File: config.mk
export PLATFORM = sky130hd
export DESIGN_NAME = sensor_poll_scheduler
export DESIGN_NICKNAME = d
export VERILOG_FILES = /design/src/rtl/sensor_poll_scheduler.sv
export SDC_FILE = /design/constraint.sdc
export NUM_CORES = 1
export LEC_CHECK = 0
export CAP_MARGIN = 20
export CORE_ASPECT_RATIO = 0.9
export CORE_MARGIN = 5
export CORE_UTILIZATION = 38
export DETAILED_ROUTE_END_ITERATION = 7
export PLACE_DENSITY = 0.62
export SETUP_SLACK_MARGIN = 0.15
export SLEW_MARGIN = 10
export SYNTH_ARGS = -nofsm -noshare
export SYNTH_HDL_FRONTEND = slang
export SYNTH_SLANG_ARGS = --single-unit
export TNS_END_PERCENT = 10
File: constraint.sdc
create_clock -name clk -period 2.45 [get_ports clk]
set_input_delay 0.49 -clock clk [delete_from_list [all_inputs] [get_ports clk]]
set_output_delay 0.49 -clock clk [all_outputs]
set_load 0.05 [all_outputs]
File: src/rtl/sensor_poll_scheduler.sv
// Sequences crossbar commands: arbitrates host 'T'/'D' bytes against a periodic
// auto-poll that alternates 'T' and 'D', issuing one transaction at a time.
module sensor_poll_scheduler #(
    parameter int unsigned POLL_PERIOD    = 100_000_000,
    parameter int unsigned TIMEOUT_CYCLES = 50_000_000,
    parameter int unsigned GAP_CYCLES     = 16
) (
    input  logic       clk,
    input  logic       rst,
    input  logic [7:0] host_cmd,
    input  logic       host_cmd_valid,
    input  logic       auto_en,
    output logic [7:0] xbar_cmd,
    output logic       xbar_cmd_valid,
    input  logic       xbar_ready_to_act,
    input  logic       xbar_done,
    output logic       busy,
    output logic       last_src,
    output logic       timeout_err,
    output logic       reject,
    output logic [7:0] overrun_cnt
);
    localparam int unsigned CMD_W   = 8;
    localparam int unsigned TICK_W  = (POLL_PERIOD > 1) ? $clog2(POLL_PERIOD) : 1;
    localparam int unsigned CNT_MAX = (TIMEOUT_CYCLES > GAP_CYCLES) ? TIMEOUT_CYCLES : GAP_CYCLES;
    localparam int unsigned CNT_W   = (CNT_MAX > 1) ? $clog2(CNT_MAX) : 1;

    localparam logic [CMD_W-1:0]  CMD_T     = 8'h54;
    localparam logic [CMD_W-1:0]  CMD_D     = 8'h44;
    localparam logic [TICK_W-1:0] TICK_LAST = TICK_W'(POLL_PERIOD - 1);
    localparam logic [CNT_W-1:0]  TO_LAST   = CNT_W'(TIMEOUT_CYCLES - 1);
    localparam logic [CNT_W-1:0]  GAP_LAST  = CNT_W'(GAP_CYCLES - 1);

    typedef enum logic [1:0] {IDLE, ISSUE, WAIT_DONE, GAP} state_t;

    state_t             state, state_nxt;
    logic [CNT_W-1:0]   cnt, cnt_nxt;
    logic [CMD_W-1:0]   cmd_nxt;
    logic               valid_nxt, terr_nxt, src_nxt;
    logic               host_take, auto_take;

    logic               host_pending, auto_pending, auto_toggle;
    logic [CMD_W-1:0]   host_byte;
    logic [TICK_W-1:0]  tick_cnt;
    logic               tick;
    logic               host_ok;

    assign tick    = auto_en && (tick_cnt == TICK_LAST);
    assign host_ok = (host_cmd == CMD_T) || (host_cmd == CMD_D);

    // State and registered outputs
    always_ff @(posedge clk) begin
        if (!rst) begin
            state          <= IDLE;
            cnt            <= '0;
            xbar_cmd       <= '0;
            xbar_cmd_valid <= 1'b0;
            timeout_err    <= 1'b0;
            last_src       <= 1'b0;
            busy           <= 1'b0;
        end else begin
            state          <= state_nxt;
            cnt            <= cnt_nxt;
            xbar_cmd       <= cmd_nxt;
            xbar_cmd_valid <= valid_nxt;
            timeout_err    <= terr_nxt;
            last_src       <= src_nxt;
            busy           <= (state_nxt != IDLE);
        end
    end

    // Next-state and output decode; cnt times both WAIT_DONE and GAP
    always_comb begin
        state_nxt = state;
        cnt_nxt   = cnt;
        cmd_nxt   = xbar_cmd;
        valid_nxt = 1'b0;
        terr_nxt  = 1'b0;
        src_nxt   = last_src;
        host_take = 1'b0;
        auto_take = 1'b0;
        case (state)
            IDLE: begin
                cnt_nxt = '0;
                if (host_pending) begin
                    host_take = 1'b1;
                    cmd_nxt   = host_byte;
                    src_nxt   = 1'b0;
                    state_nxt = ISSUE;
                end else if (auto_pending) begin
                    auto_take = 1'b1;
                    cmd_nxt   = auto_toggle ? CMD_D : CMD_T;
                    src_nxt   = 1'b1;
                    state_nxt = ISSUE;
                end
            end
            ISSUE: begin
                if (xbar_ready_to_act) begin
                    valid_nxt = 1'b1;
                    cnt_nxt   = '0;
                    state_nxt = WAIT_DONE;
                end
            end
            WAIT_DONE: begin
                if (xbar_done || (cnt == TO_LAST)) begin
                    terr_nxt  = !xbar_done;
                    cnt_nxt   = '0;
                    cmd_nxt   = '0;
                    state_nxt = GAP;
                end else begin
                    cnt_nxt = cnt + CNT_W'(1);
                end
            end
            GAP: begin
                if (cnt == GAP_LAST) begin
                    cnt_nxt   = '0;
                    state_nxt = IDLE;
                end else begin
                    cnt_nxt = cnt + CNT_W'(1);
                end
            end
            default: state_nxt = IDLE;
        endcase
    end

    // Request capture: one host slot, one auto slot, tick timer and overrun count
    always_ff @(posedge clk) begin
        if (!rst) begin
            host_pending <= 1'b0;
            host_byte    <= '0;
            reject       <= 1'b0;
            tick_cnt     <= '0;
            auto_pending <= 1'b0;
            auto_toggle  <= 1'b0;
            overrun_cnt  <= '0;
        end else begin
            reject <= 1'b0;
            if (host_take) begin
                host_pending <= 1'b0;
            end
            if (host_cmd_valid) begin
                if (host_ok && !host_pending) begin
                    host_byte    <= host_cmd;
                    host_pending <= 1'b1;
                end else begin
                    reject <= 1'b1;
                end
            end

            if (!auto_en || tick) begin
                tick_cnt <= '0;
            end else begin
                tick_cnt <= tick_cnt + TICK_W'(1);
            end

            // A tick landing on the cycle the old request is taken is not an overrun
            if (tick) begin
                auto_pending <= 1'b1;
                if (auto_pending && !auto_take && (overrun_cnt != 8'hFF)) begin
                    overrun_cnt <= overrun_cnt + 8'd1;
                end
            end else if (auto_take) begin
                auto_pending <= 1'b0;
            end
            if (auto_take) begin
                auto_toggle <= ~auto_toggle;
            end
        end
    end
endmodule

==> key figures <==
Setup path
  – Worst Path Max Fanout: 7
  – Slowest-stage cell, CP: clkdlybuf4s50_1
  – Crit start category: flop
  – Worst Setup Path Type: flop to output port
  – Critical path's top delay family: buffers and inverters
  – Crit path buf inv count: 1
  – CP peak stage delay: 0.85 ns
  – Crit path capture type: output port
  – Worst Path Arrival: roughly 1.6 ns
  – Critical path data required time: approximately 2 ns
  – CP Cell Sequence: clkdlybuf4s50_1

STA
  – Final setup violation count: 0
  – Unrepaired setup endpoints after global routing: no
  – Hold_ws: 0.448 ns
  – Layout Skew: between 0.005 and 0.006 ns
  – Slew Viols, Final: 0
  – FMAX: 0.471 GHz
  – Post-route setup TNS: 0 ns
  – PnR worst setup slack: about 0.33 ns
  – Hold Fails Final Rpt: 0
  – Final min period: ~2.1 ns
  – Worst-margin pin slew: between 0.6 and 0.7 ns
  – Fin crit share: between 80 and 90%
  – Max_slew headroom: a little over half

Global route
  – Initial antenna violation count: 0
  – Largest net degree at the start of global routing: 35
  – Gr usage total: 14.5%
  – Vias in the first global route: ~3300
  – First-pass GRT wire length: between 15000 and 20000 um
  – Total grt overflow: 0

Synth
  – Post-Synthesis Cells: 470
  – Sequential area share after synthesis: between 40% and 50%
  – Synth Area in Adders: less than 1%
  – Fraction of registers with async set/reset: 0%
  – Number of synthesized register bits: 87
  – Synth cell types: between 50 and 60
  – Ys flop type: dfxtp_1
  – Mapped Area: between 0.003 and 0.004 mm2
  – Main combinational cell family by area after synthesis: simple AND/OR/NAND/NOR gates
  – Syn. warnings: 0
  – Post-synth EDFFs: 0
  – Simple-gate portion of the synthesized area: between 20 and 30%
  – Compound-Gate Fraction of Synth Area: about 14%
  – Syn nets: 487
  – Post-Synth XOR/XNOR Area: roughly 6.7%
  – Multiplexer share of the synthesized area: about 1.3%
  – Syn Area/Cell: about 8.4 um2

Clock tree
  – CTS tree: yes
  – Max clock buf depth: 2
  – Total CTS buffers: 9
  – Root buf cell: clkbuf_16
  – Skew-Pair Late Insertion Delay: between 0.3 and 0.4 ns
  – Clk pin slew, worst setup/hold paths: roughly 0.060 ns
  – Sink Count: 87
  – CTS HTree Levels: 3
  – Setup Buffers After CTS: 0

Finish
  – Commonest non-fill, non-tap cell in the layout: dfxtp_1
  – Ant. Diodes: 0
  – # nets final: between 500 and 600
  – Fill count: between 900 and 1000
  – Post-route cell area: approximately 0.0048 mm2
  – Layout cells sized above 1: roughly 8%
  – Post-Layout Cell Count: about 640
  – Most frequent cells in the layout: 87 x dfxtp_1, 53 x nand2_1, 51 x nor2_1
  – Synth-to-layout area growth: 21.0%

Routing
  – Final WL: between 8000 and 9000 um
  – Via count: approximately 3400
  – ANT nets after route: 0
  – DRC Markers: 0
  – Drt initial violations: around 240
  – Avg WL per Cell: 13.7 um
  – Vias per cell: between 5 and 6
  – Pre-antenna DRT Iters: 5

Placed design
  – HPWL after DPL: 6230 um
  – Placed Instances: 626
  – Placed instance area: between 0.004 and 0.005 mm2
  – GP Congestion: between 0.8 and 0.9
  – Port Buffer Count: 34
  – Placement Setup Slack: around 0.17 ns

Die
  – Starting Density: 38.7%
  – Die area: 0.0125 mm2
  – Core Region: between 0.01 and 0.015 mm2
  – # rows: 35
  – Die Ht: approximately 110 um
  – Die width: ~120 um
  – Boundary Pins: 35

Pwr
  – Static Leak: between 1.5 and 2 nW
  – PD cells: 604 mW/mm2
  – Peak VDD IR: around 0.00043 V

Run
  – Max-Cap Viols: 0

Hold path
  – Worst min-delay path category: flop to flop

Outcome
  – Status: completed
==> power breakdown <==
part	total [mW]	leakage, nW	internal [mW]	switching [mW]
clock network	1.39	0.141	0.821	0.572
logic	0.0698	0.726	0.0317	0.0382
registers	1.42	0.701	1.42	0.00272
total	2.88	1.57	2.27	0.613
==> kinds of logic (layout without fill, tap and decap cells) <==
kind of cell	Yosys count	in the layout
flops	87	87
fa+ha+maj	3	3
xor+xnor	30	30
compound gates	90	90
buf+inv	32	75
simple gates	223	223
mux	5	5
==> sequential cells by signal (all words and copies together) (netlist names), 2 cells and up <==
register and flops:
cnt 26, overrun_cnt 8, tick_cnt 27, xbar_cmd 8, host_byte 8, state 2
==> worst paths after layout <==
path | startpoint | end | slack, ns | cells after the start
worst min register to register | host_byte[0]$_SDFFE_PN0P_ | xbar_cmd[0]$_SDFFE_PN0P_ | 0.45 | 2
worst max register to register | cnt[0]$_SDFFE_PN0P_ | cnt[23]$_SDFFE_PN0P_ | 0.33 | 7
worst min-delay path | host_byte[0]$_SDFFE_PN0P_ | xbar_cmd[0]$_SDFFE_PN0P_ | 0.45 | 2
worst max-delay path | overrun_cnt[2]$_SDFFE_PN0P_ | overrun_cnt[2] | 0.33 | 1
==> area by class of cell <==
type | instances | area, um2 | share of cell area (%)
multi-input cells | 351 | 2080 | 43.5
flip-flops and latches | 87 | 1740 | 36.5
repair buffers | 44 | 428 | 8.96
clock buffers | 10 | 239 | 5.01
well taps | 129 | 161 | 3.38
clock inverters | 6 | 70.1 | 1.47
inverters | 15 | 56.3 | 1.18
==> synth_stat cells (all sizes together), types with 2 or more instances <==
library cell | number | area share (%)
a21oi | 32 | 4.1
nor3 | 12 | 2.2
nand2b | 6 | 0.95
nand2 | 53 | 5.0
inv | 14 | 1.3
o21ai | 25 | 3.2
and3 | 19 | 3.0
xnor2 | 10 | 2.2
o2111ai | 3 | 0.82
a31o | 2 | 0.44
xor2 | 20 | 4.4
ha | 3 | 0.95
or3 | 12 | 2.0
nand4 | 11 | 1.7
o211ai | 2 | 0.38
mux2i | 5 | 1.3
and2 | 6 | 0.98
nor4b | 2 | 0.44
nor4 | 8 | 1.6
nor2 | 52 | 5.0
buf | 9 | 1.3
a31oi | 16 | 2.5
dfxtp | 87 | 44
clkbuf | 8 | 0.76
nand3 | 34 | 4.6
and4 | 4 | 0.89
==> timing repair <==
item / in CTS / in global routing
resized for setup: 0 / 1
setup endpoints to repair: 0 / 2
hold buffers: 0 / 0
==> per-stage QoR <==
stage / total power, mW / utilization [%]
2_1_floorplan: 1.48 / -
3_3_place_gp: 1.52 / 43.6
3_5_place_dp: 1.52 / 43.6
4_1_cts: 2.92 / 46.7
5_1_grt: 2.99 / 46.8
6_report: 2.88 / 46.8
==> metal layers <==
metal | vias up | part of all wire, % | track usage [%]
met3 | 10 | 4.7 | 4.01
met1 | 1594 | 48 | 19.5
li1 | 1751 | - | -
met2 | 67 | 46 | 22.5
met4 | 0 | 1.3 | 4.97
met5 | - | 0 | 0
(Power assumes the default switching activity.)
